<file path="config.mk">
export PLATFORM = sky130hd
export DESIGN_NAME = w_seq_scheduler
export DESIGN_NICKNAME = d
export VERILOG_FILES = /design/src/rtl/w_seq_pkg.sv /design/src/rtl/w_seq_scheduler.sv
export SDC_FILE = /design/constraint.sdc
export NUM_CORES = 1
export LEC_CHECK = 0
export BUFFER_PORTS_ARGS = -buffer_cell sky130_fd_sc_hd__buf_2
export CORE_MARGIN = 2
export CORE_UTILIZATION = 50
export DETAILED_ROUTE_END_ITERATION = 16
export GPL_TIMING_DRIVEN = 0
export PLACE_DENSITY = 0.81
export SETUP_SLACK_MARGIN = 0.1
export SLEW_MARGIN = 5
export SYNTH_ARGS = -nofsm -noshare
export SYNTH_HDL_FRONTEND = slang
export SYNTH_SLANG_ARGS = --single-unit
</file>
<file path="constraint.sdc">
create_clock -name clk -period 2.6 [get_ports clk]
set_input_delay 0.26 -clock clk [delete_from_list [all_inputs] [get_ports clk]]
set_output_delay 0.26 -clock clk [all_outputs]
set_load 0.1 [all_outputs]
</file>
<file path="src/rtl/w_seq_pkg.sv">
// Shared types and defaults for the w/z detector word scheduler.
package w_seq_pkg;

    localparam int unsigned W_SEQ_WIDTH = 8;

    typedef enum logic [2:0] {
        IDLE,
        CLR,
        SHIFT,
        DRAIN,
        RESP
    } w_seq_state_e;

endpackage

</file>
<file path="src/rtl/w_seq_scheduler.sv">
// Shifts accepted words LSB-first into a serial w/z detector and returns a per-bit hit mask and count.
// Optional W_SEQ_ABORT_EN adds an abort input that cancels an in-flight job.
module w_seq_scheduler
    import w_seq_pkg::*;
#(
    parameter  int unsigned WIDTH = W_SEQ_WIDTH,
    localparam int unsigned CNT_W = $clog2(WIDTH + 1)
) (
    input  logic             clk,
    input  logic             reset,
    input  logic             in_valid,
    output logic             in_ready,
    input  logic [WIDTH-1:0] in_word,
    output logic             det_rst,
    output logic             det_w,
    input  logic             det_z,
    output logic             out_valid,
    input  logic             out_ready,
    output logic [WIDTH-1:0] out_mask,
    output logic [CNT_W-1:0] out_count
`ifdef W_SEQ_ABORT_EN
    ,
    input  logic             abort
`endif
);

    localparam int unsigned IDX_W = (WIDTH > 1) ? $clog2(WIDTH) : 1;
    localparam logic [IDX_W-1:0] LAST_IDX = IDX_W'(WIDTH - 1);

    w_seq_state_e      state;
    logic [IDX_W-1:0]  idx;
    logic [WIDTH-1:0]  word;

    // det_z lags det_w by one cycle, so bit k is scored while bit k+1 is driven
    always_ff @(posedge clk or posedge reset) begin
        if (reset) begin
            state     <= IDLE;
            idx       <= '0;
            word      <= '0;
            out_mask  <= '0;
            out_count <= '0;
            in_ready  <= 1'b1;
            out_valid <= 1'b0;
            det_rst   <= 1'b0;
            det_w     <= 1'b0;
        end else begin
            case (state)
                IDLE: begin
                    if (in_valid) begin
                        word      <= in_word;
                        out_mask  <= '0;
                        out_count <= '0;
                        in_ready  <= 1'b0;
                        det_rst   <= 1'b1;
                        det_w     <= 1'b0;
                        state     <= CLR;
                    end
                end
                CLR: begin
                    det_rst <= 1'b0;
                    idx     <= '0;
                    det_w   <= word[0];
                    state   <= SHIFT;
                end
                SHIFT: begin
                    if (idx != '0) begin
                        out_mask[idx - IDX_W'(1)] <= det_z;
                        if (det_z) out_count <= out_count + CNT_W'(1);
                    end
                    if (idx == LAST_IDX) begin
                        det_w <= 1'b0;
                        state <= DRAIN;
                    end else begin
                        idx   <= idx + IDX_W'(1);
                        det_w <= word[idx + IDX_W'(1)];
                    end
                end
                DRAIN: begin
                    out_mask[WIDTH-1] <= det_z;
                    if (det_z) out_count <= out_count + CNT_W'(1);
                    out_valid <= 1'b1;
                    state     <= RESP;
                end
                RESP: begin
                    if (out_ready) begin
                        out_valid <= 1'b0;
                        in_ready  <= 1'b1;
                        state     <= IDLE;
                    end
                end
                default: begin
                    idx       <= '0;
                    out_mask  <= '0;
                    out_count <= '0;
                    in_ready  <= 1'b1;
                    out_valid <= 1'b0;
                    det_rst   <= 1'b0;
                    det_w     <= 1'b0;
                    state     <= IDLE;
                end
            endcase
`ifdef W_SEQ_ABORT_EN
            // Abort only cancels work in flight; an idle or completed job is left alone
            if (abort && (state == CLR || state == SHIFT || state == DRAIN)) begin
                idx       <= '0;
                out_mask  <= '0;
                out_count <= '0;
                in_ready  <= 1'b1;
                out_valid <= 1'b0;
                det_rst   <= 1'b0;
                det_w     <= 1'b0;
                state     <= IDLE;
            end
`endif
        end
    end

endmodule
</file>
==> impl_metrics.env, run 1 <==
export IMPL_run_status="finished, final reports clean"
export IMPL_cp_start_kind="register"
export IMPL_rsz0062_at_grt="false"
export IMPL_drtIter0Drc=64
export IMPL_synth_edff_count=0
export IMPL_die_h_um=60.8
export IMPL_cts_buffers=5
export IMPL_grt_max_degree=31
export IMPL_synth_common_cells="dfrtp_1 (29), o21ai_0 (20), a21oi_1 (12), nand2_1 (11)"
export IMPL_vias=1367
export IMPL_dieArea_um2=3700
export IMPL_viasPerCell=5.67
export IMPL_first_global_vias=1259
export IMPL_num_antenna_cells=0
export IMPL_die_w_um=60.8
export IMPL_firstDrtPassIters=4
export IMPL_critical_path_class="reg2reg"
export IMPL_final_cells=241
export IMPL_gr_total_overflow=0
export IMPL_skew_ns=0.00752
export IMPL_dp_hpwl_um=2540
export IMPL_period_needed_ns=2.32
export IMPL_rows=20
export IMPL_ys_ff_latch=30
export IMPL_synth_top_cell_area_share_pct=44.9
export IMPL_dp_cells=234
export IMPL_drt_antenna_violating_nets=0
export IMPL_cts_hold_buf=0
export IMPL_relSlewSlack_pct=26.8
export IMPL_drt_wl_total_um=3450
export IMPL_maxCapViolCount=0
export IMPL_seq_area_um2=752
export IMPL_path_clk_slew_ns=0.08
export IMPL_root_buffer="clkbuf_4"
export IMPL_syn_nets=180
export IMPL_critPathBufInv=3
export IMPL_path_cells="buf_2, inv_1, ha_2, clkbuf_4, mux2_2, o311ai_1, o211ai_1"
export IMPL_async_reset_ff_share_pct=100
export IMPL_gp_congestion=0.864
export IMPL_grt_use_total_pct=21.7
export IMPL_floorplan_initialDensity_pct=52.9
export IMPL_holdWs_ns=0.165
export IMPL_areaGrowthSynthToFinish_pct=15.3
export IMPL_fin_nets=215
export IMPL_insertion_delay_ns=0.33
export IMPL_cp_required_ns=2.79
export IMPL_cts_tree="built"
export IMPL_grt_pass1_wl_um=5690
export IMPL_drive_gt1_share_pct=27.4
export IMPL_tns_ns=0
export IMPL_ys_seq_area_share_pct=46.6
export IMPL_path_max_fanout=10
export IMPL_synth_most_common_cell="dfrtp_1"
export IMPL_ios=29
export IMPL_maxSlewViolCount=0
export IMPL_crit_arrival_ns=2.51
export IMPL_slowest_stage="dfrtp_1"
export IMPL_synth_area_top_cells="dfrtp_1 (45%), mux2_2 (7.0%), o21ai_0 (6.2%)"
export IMPL_syn_cell_area_um2=1620
export IMPL_syn_inst=162
export IMPL_yosysUniqueCellTypes=41
export IMPL_h_tree_depth=2
export IMPL_worst_slew_pin_transition_ns=1.10
export IMPL_multi_input_area_um2=808
export IMPL_cts_sinks=30
export IMPL_ys_warnings_count=0
export IMPL_hold_path_class="in2reg"
export IMPL_final_hold_viol_count=0
export IMPL_cts_path_max_buffers=2
export IMPL_routedWlPerCell_um=14.3
export IMPL_core_um2=3050
export IMPL_fin_util_pct=61.0
export IMPL_hold_path_depth=2
export IMPL_drc=0
export IMPL_io_buffers=28
export IMPL_fillers=285
export IMPL_max_freq_ghz=0.431
export IMPL_crit_path_max_incr_delay_ns=0.41
export IMPL_crit_cells=7
export IMPL_antenna_found_initial=0
export IMPL_r2r_cells=7
export IMPL_synth_main_ff_cell="dfrtp_1"
export IMPL_end_kind="register"
export IMPL_synth_largest_area_cell="dfrtp_1"
export IMPL_finalSetupViolations=0
export IMPL_period_share_pct=89.3
export IMPL_cp_top_family="buffers and inverters"
export IMPL_avgSynthCellArea_um2=9.97
-- state kept, by name, summed over array words and instances, names as in the netlist --
register / flops
idx: 3
in_ready: 1
out_count: 4
out_mask: 8
out_valid: 1
det_rst: 1
word: 8
det_w: 1
state: 3
-- stage by stage --
stage	area, µm²	setup slack [ns]
after floorplan	1620	0.447
after global placement	1810	0.104
after CTS	1860	0.152
final	1860	0.278
after detailed placement	1810	0.0535
after global routing	1860	0.164
-- cell families after synthesis --
kind of cell	after synthesis	synth area share (%)
compound gates	49	17.7
fa+ha+maj	5	3.87
mux	14	10.2
simple gates	48	16.0
buf+inv	13	3.56
xor+xnor	3	2.09
flops	30	46.6
-- layout make-up --
class	count	share of cell area, %
multi-input combinational	119	43.4
sequential	30	40.4
timing repair buffer	28	7.53
tap	44	2.96
clock buffer	7	2.42
buffer	8	2.28
inverter	5	1.01
-- repair_timing --
action,CTS,global route
hold endpoints to repair,0,0
buffers inserted,0,0
resized for setup,1,4
endpoints found under the setup margin,1,1
cloned,0,0
-- cell usage in the layout, fill, tap and decap left out, types with 2 or more instances in the layout --
cell and instances:
o31ai_1 2, clkbuf_1 3, nor2_1 10, a31oi_1 2, mux2_2 10, a21oi_1 12
inv_1 5, nor3_1 3, nand3_1 5, nand2b_1 7, buf_2 32, o21ai_0 20
dfrtp_1 29, nor2b_1 5, o21ai_1 3, mux2i_1 3, o311ai_1 2, clkbuf_4 6
ha_1 4, xnor2_1 2, nand2_1 11
-- metal layers --
metal	GRT usage (%)	wire (µm)	part of all wire, %	vias up
li1	-	-	-	656
met1	25.5	1380	40	653
met2	35.9	1830	53	46
met3	5.12	147	4.3	12
met4	13.0	97	2.8	0
met5	0	0	0	-
-- worst register-to-register path, delay by kind of cell (launching register included) --
kind                       cells  cell delay, ns
adders and majority gates      1            0.40
AOI/OAI and AO/OA              2            0.41
muxes                          1            0.35
buffers and inverters          3            0.61
DFF                            1            0.41
-- final timing paths --
check / slack [ns] / end / from
max: 0.28 / det_w / idx[0]
min: 0.16 / word[3] / in_word[3]
max reg2reg: 0.28 / det_w / idx[0]
min reg2reg: 0.50 / out_count[2] / out_count[2]
max in group asynchronous: 1.74 / idx[2] / reset
min in group asynchronous: 0.20 / state[1] / reset
Power of run 1 is left out: the tool's default activity adds up to more than one toggle a clock period on the data nets, which glitch-free logic cannot reach.
==> run 2: changes to the inputs <==
Settings changed: CELL_PAD_IN_SITES_DETAIL_PLACEMENT set to 0, CELL_PAD_IN_SITES_GLOBAL_PLACEMENT set to 1, CORE_UTILIZATION 50 to 42, PLACE_DENSITY 0.81 to 0.86.
==> impl_metrics.env, run 2 (synthesized netlist as in run 1, its figures left out) <==
export IMPL_run_status="finished, final reports clean"
export IMPL_rows=22
export IMPL_vias=1336
export IMPL_fillers=368
export IMPL_crit_arrival_ns=2.45
export IMPL_cts_tree="built"
export IMPL_h_tree_depth=2
export IMPL_cts_hold_buf=0
export IMPL_top_regs="out_mask: 8 flops, word: 8 flops, out_count: 4 flops"
export IMPL_skew_ns=0.00591
export IMPL_gr_total_overflow=0
export IMPL_num_antenna_cells=0
export IMPL_areaGrowthSynthToFinish_pct=18.4
export IMPL_finalSetupViolations=0
export IMPL_first_global_vias=1333
export IMPL_grt_max_degree=31
export IMPL_grt_busiest_layer="met2"
export IMPL_multi_input_area_um2=808
export IMPL_firstDrtPassIters=4
export IMPL_end_kind="register"
export IMPL_reg2reg_from="idx[0]"
export IMPL_maxCapViolCount=0
export IMPL_final_common_cell="buf_2"
export IMPL_io_buffers=28
export IMPL_dp_cells=238
export IMPL_cts_sinks=30
export IMPL_insertion_delay_ns=0.28
export IMPL_drive_gt1_share_pct=28.3
export IMPL_maxSlewViolCount=0
export IMPL_dieArea_um2=4360
export IMPL_tns_ns=0
export IMPL_ios=29
export IMPL_gp_congestion=0.827
export IMPL_final_cells=246
export IMPL_drt_wl_total_um=3500
export IMPL_max_freq_ghz=0.434
export IMPL_critical_path_class="reg2reg"
export IMPL_cp_required_ns=2.75
export IMPL_relSlewSlack_pct=24.6
export IMPL_drtIter0Drc=82
export IMPL_path_clk_slew_ns=0.06
export IMPL_period_needed_ns=2.31
export IMPL_period_share_pct=88.7
export IMPL_grt_use_total_pct=18.6
export IMPL_core_um2=3690
export IMPL_hold_start="in_word[7]"
export IMPL_rsz0062_at_grt="false"
export IMPL_cp_start_kind="register"
export IMPL_grt_pass1_wl_um=6020
export IMPL_cts_path_max_buffers=2
export IMPL_met3_usage_pct=3.58
export IMPL_fin_nets=215
export IMPL_die_w_um=66.0
export IMPL_drt_antenna_violating_nets=0
export IMPL_routedWlPerCell_um=14.2
export IMPL_cts_buffers=5
export IMPL_use_met1_pct=23.2
export IMPL_dp_hpwl_um=2530
export IMPL_final_hold_viol_count=0
export IMPL_seq_area_um2=752
export IMPL_final_cell_mix="buf_2 (32), dfrtp_1 (29), o21ai_0 (20)"
export IMPL_floorplan_initialDensity_pct=43.8
export IMPL_path_max_fanout=10
export IMPL_viasPerCell=5.43
export IMPL_worst_slew_pin_transition_ns=1.13
export IMPL_hold_path_class="in2reg"
export IMPL_crit_start="idx[0]"
export IMPL_antenna_found_initial=0
export IMPL_met2_usage_pct=30.3
export IMPL_root_buffer="clkbuf_8"
export IMPL_drc=0
export IMPL_die_h_um=66.0
[run 2: cell types whose count changed in the layout (fill, tap and decap cells not counted), sizes merged]
| cell | before | now |
|---|---|---|
| clkinv | 0 | 1 |
[run 2: final cells by class]
class | instances | area share [%]
multi-input combinational | 119 | 42.2
sequential | 30 | 39.3
timing repair buffer | 28 | 7.33
clock buffer | 7 | 4.51
tap | 48 | 3.14
buffer | 8 | 2.22
inverter | 5 | 0.981
clock inverter | 1 | 0.262
[run 2: metal layers]
| metal | up-vias | wire length [µm] | part of all wire [%] |
|---|---|---|---|
| li1 | 650 | - | - |
| met1 | 644 | 1580 | 45 |
| met2 | 33 | 1690 | 48 |
| met3 | 9 | 145 | 4.1 |
| met4 | 0 | 77 | 2.2 |
| met5 | - | 0 | 0 |
[run 2: repair_timing]
item | CTS | global route
endpoints found under the hold margin | 0 | 0
setup endpoints to repair | 1 | 1
setup buffers | 0 | 0
gates resized for setup | 1 | 4
gates cloned | 0 | 0
[run 2: worst paths after layout]
kind / to / slack (ns) / depth (start not counted)
max in group asynchronous: out_count[2] / 1.66 / 2
worst min register to register: word[5] / 0.51 / 1
worst min-delay path: word[7] / 0.20 / 2
worst max-delay path: det_w / 0.29 / 7
worst max register to register: det_w / 0.29 / 7
min in group asynchronous: idx[1] / 0.26 / 2
[run 2: metrics by stage]
stage          util (%)  cell area, µm²  setup slack, ns  hold slack [ns]
3_5_place_dp       49.2            1820           0.0242            0.495
3_3_place_gp       49.2            1820           0.0501            0.471
2_1_floorplan         -            1620            0.447            0.350
5_1_grt            51.9            1910            0.136            0.202
4_1_cts            51.7            1910            0.153            0.201
6_report           51.9            1910            0.294            0.204
[run 2: critical path, stage by stage (launching register included)]
cell,delay [ns]
dfrtp_1,0.43
buf_2,0.23
inv_1,0.14
ha_2,0.39
clkbuf_4,0.21
mux2_2,0.36
o311ai_1,0.27
o211ai_1,0.14
Power of run 2 is left out for the same reason.
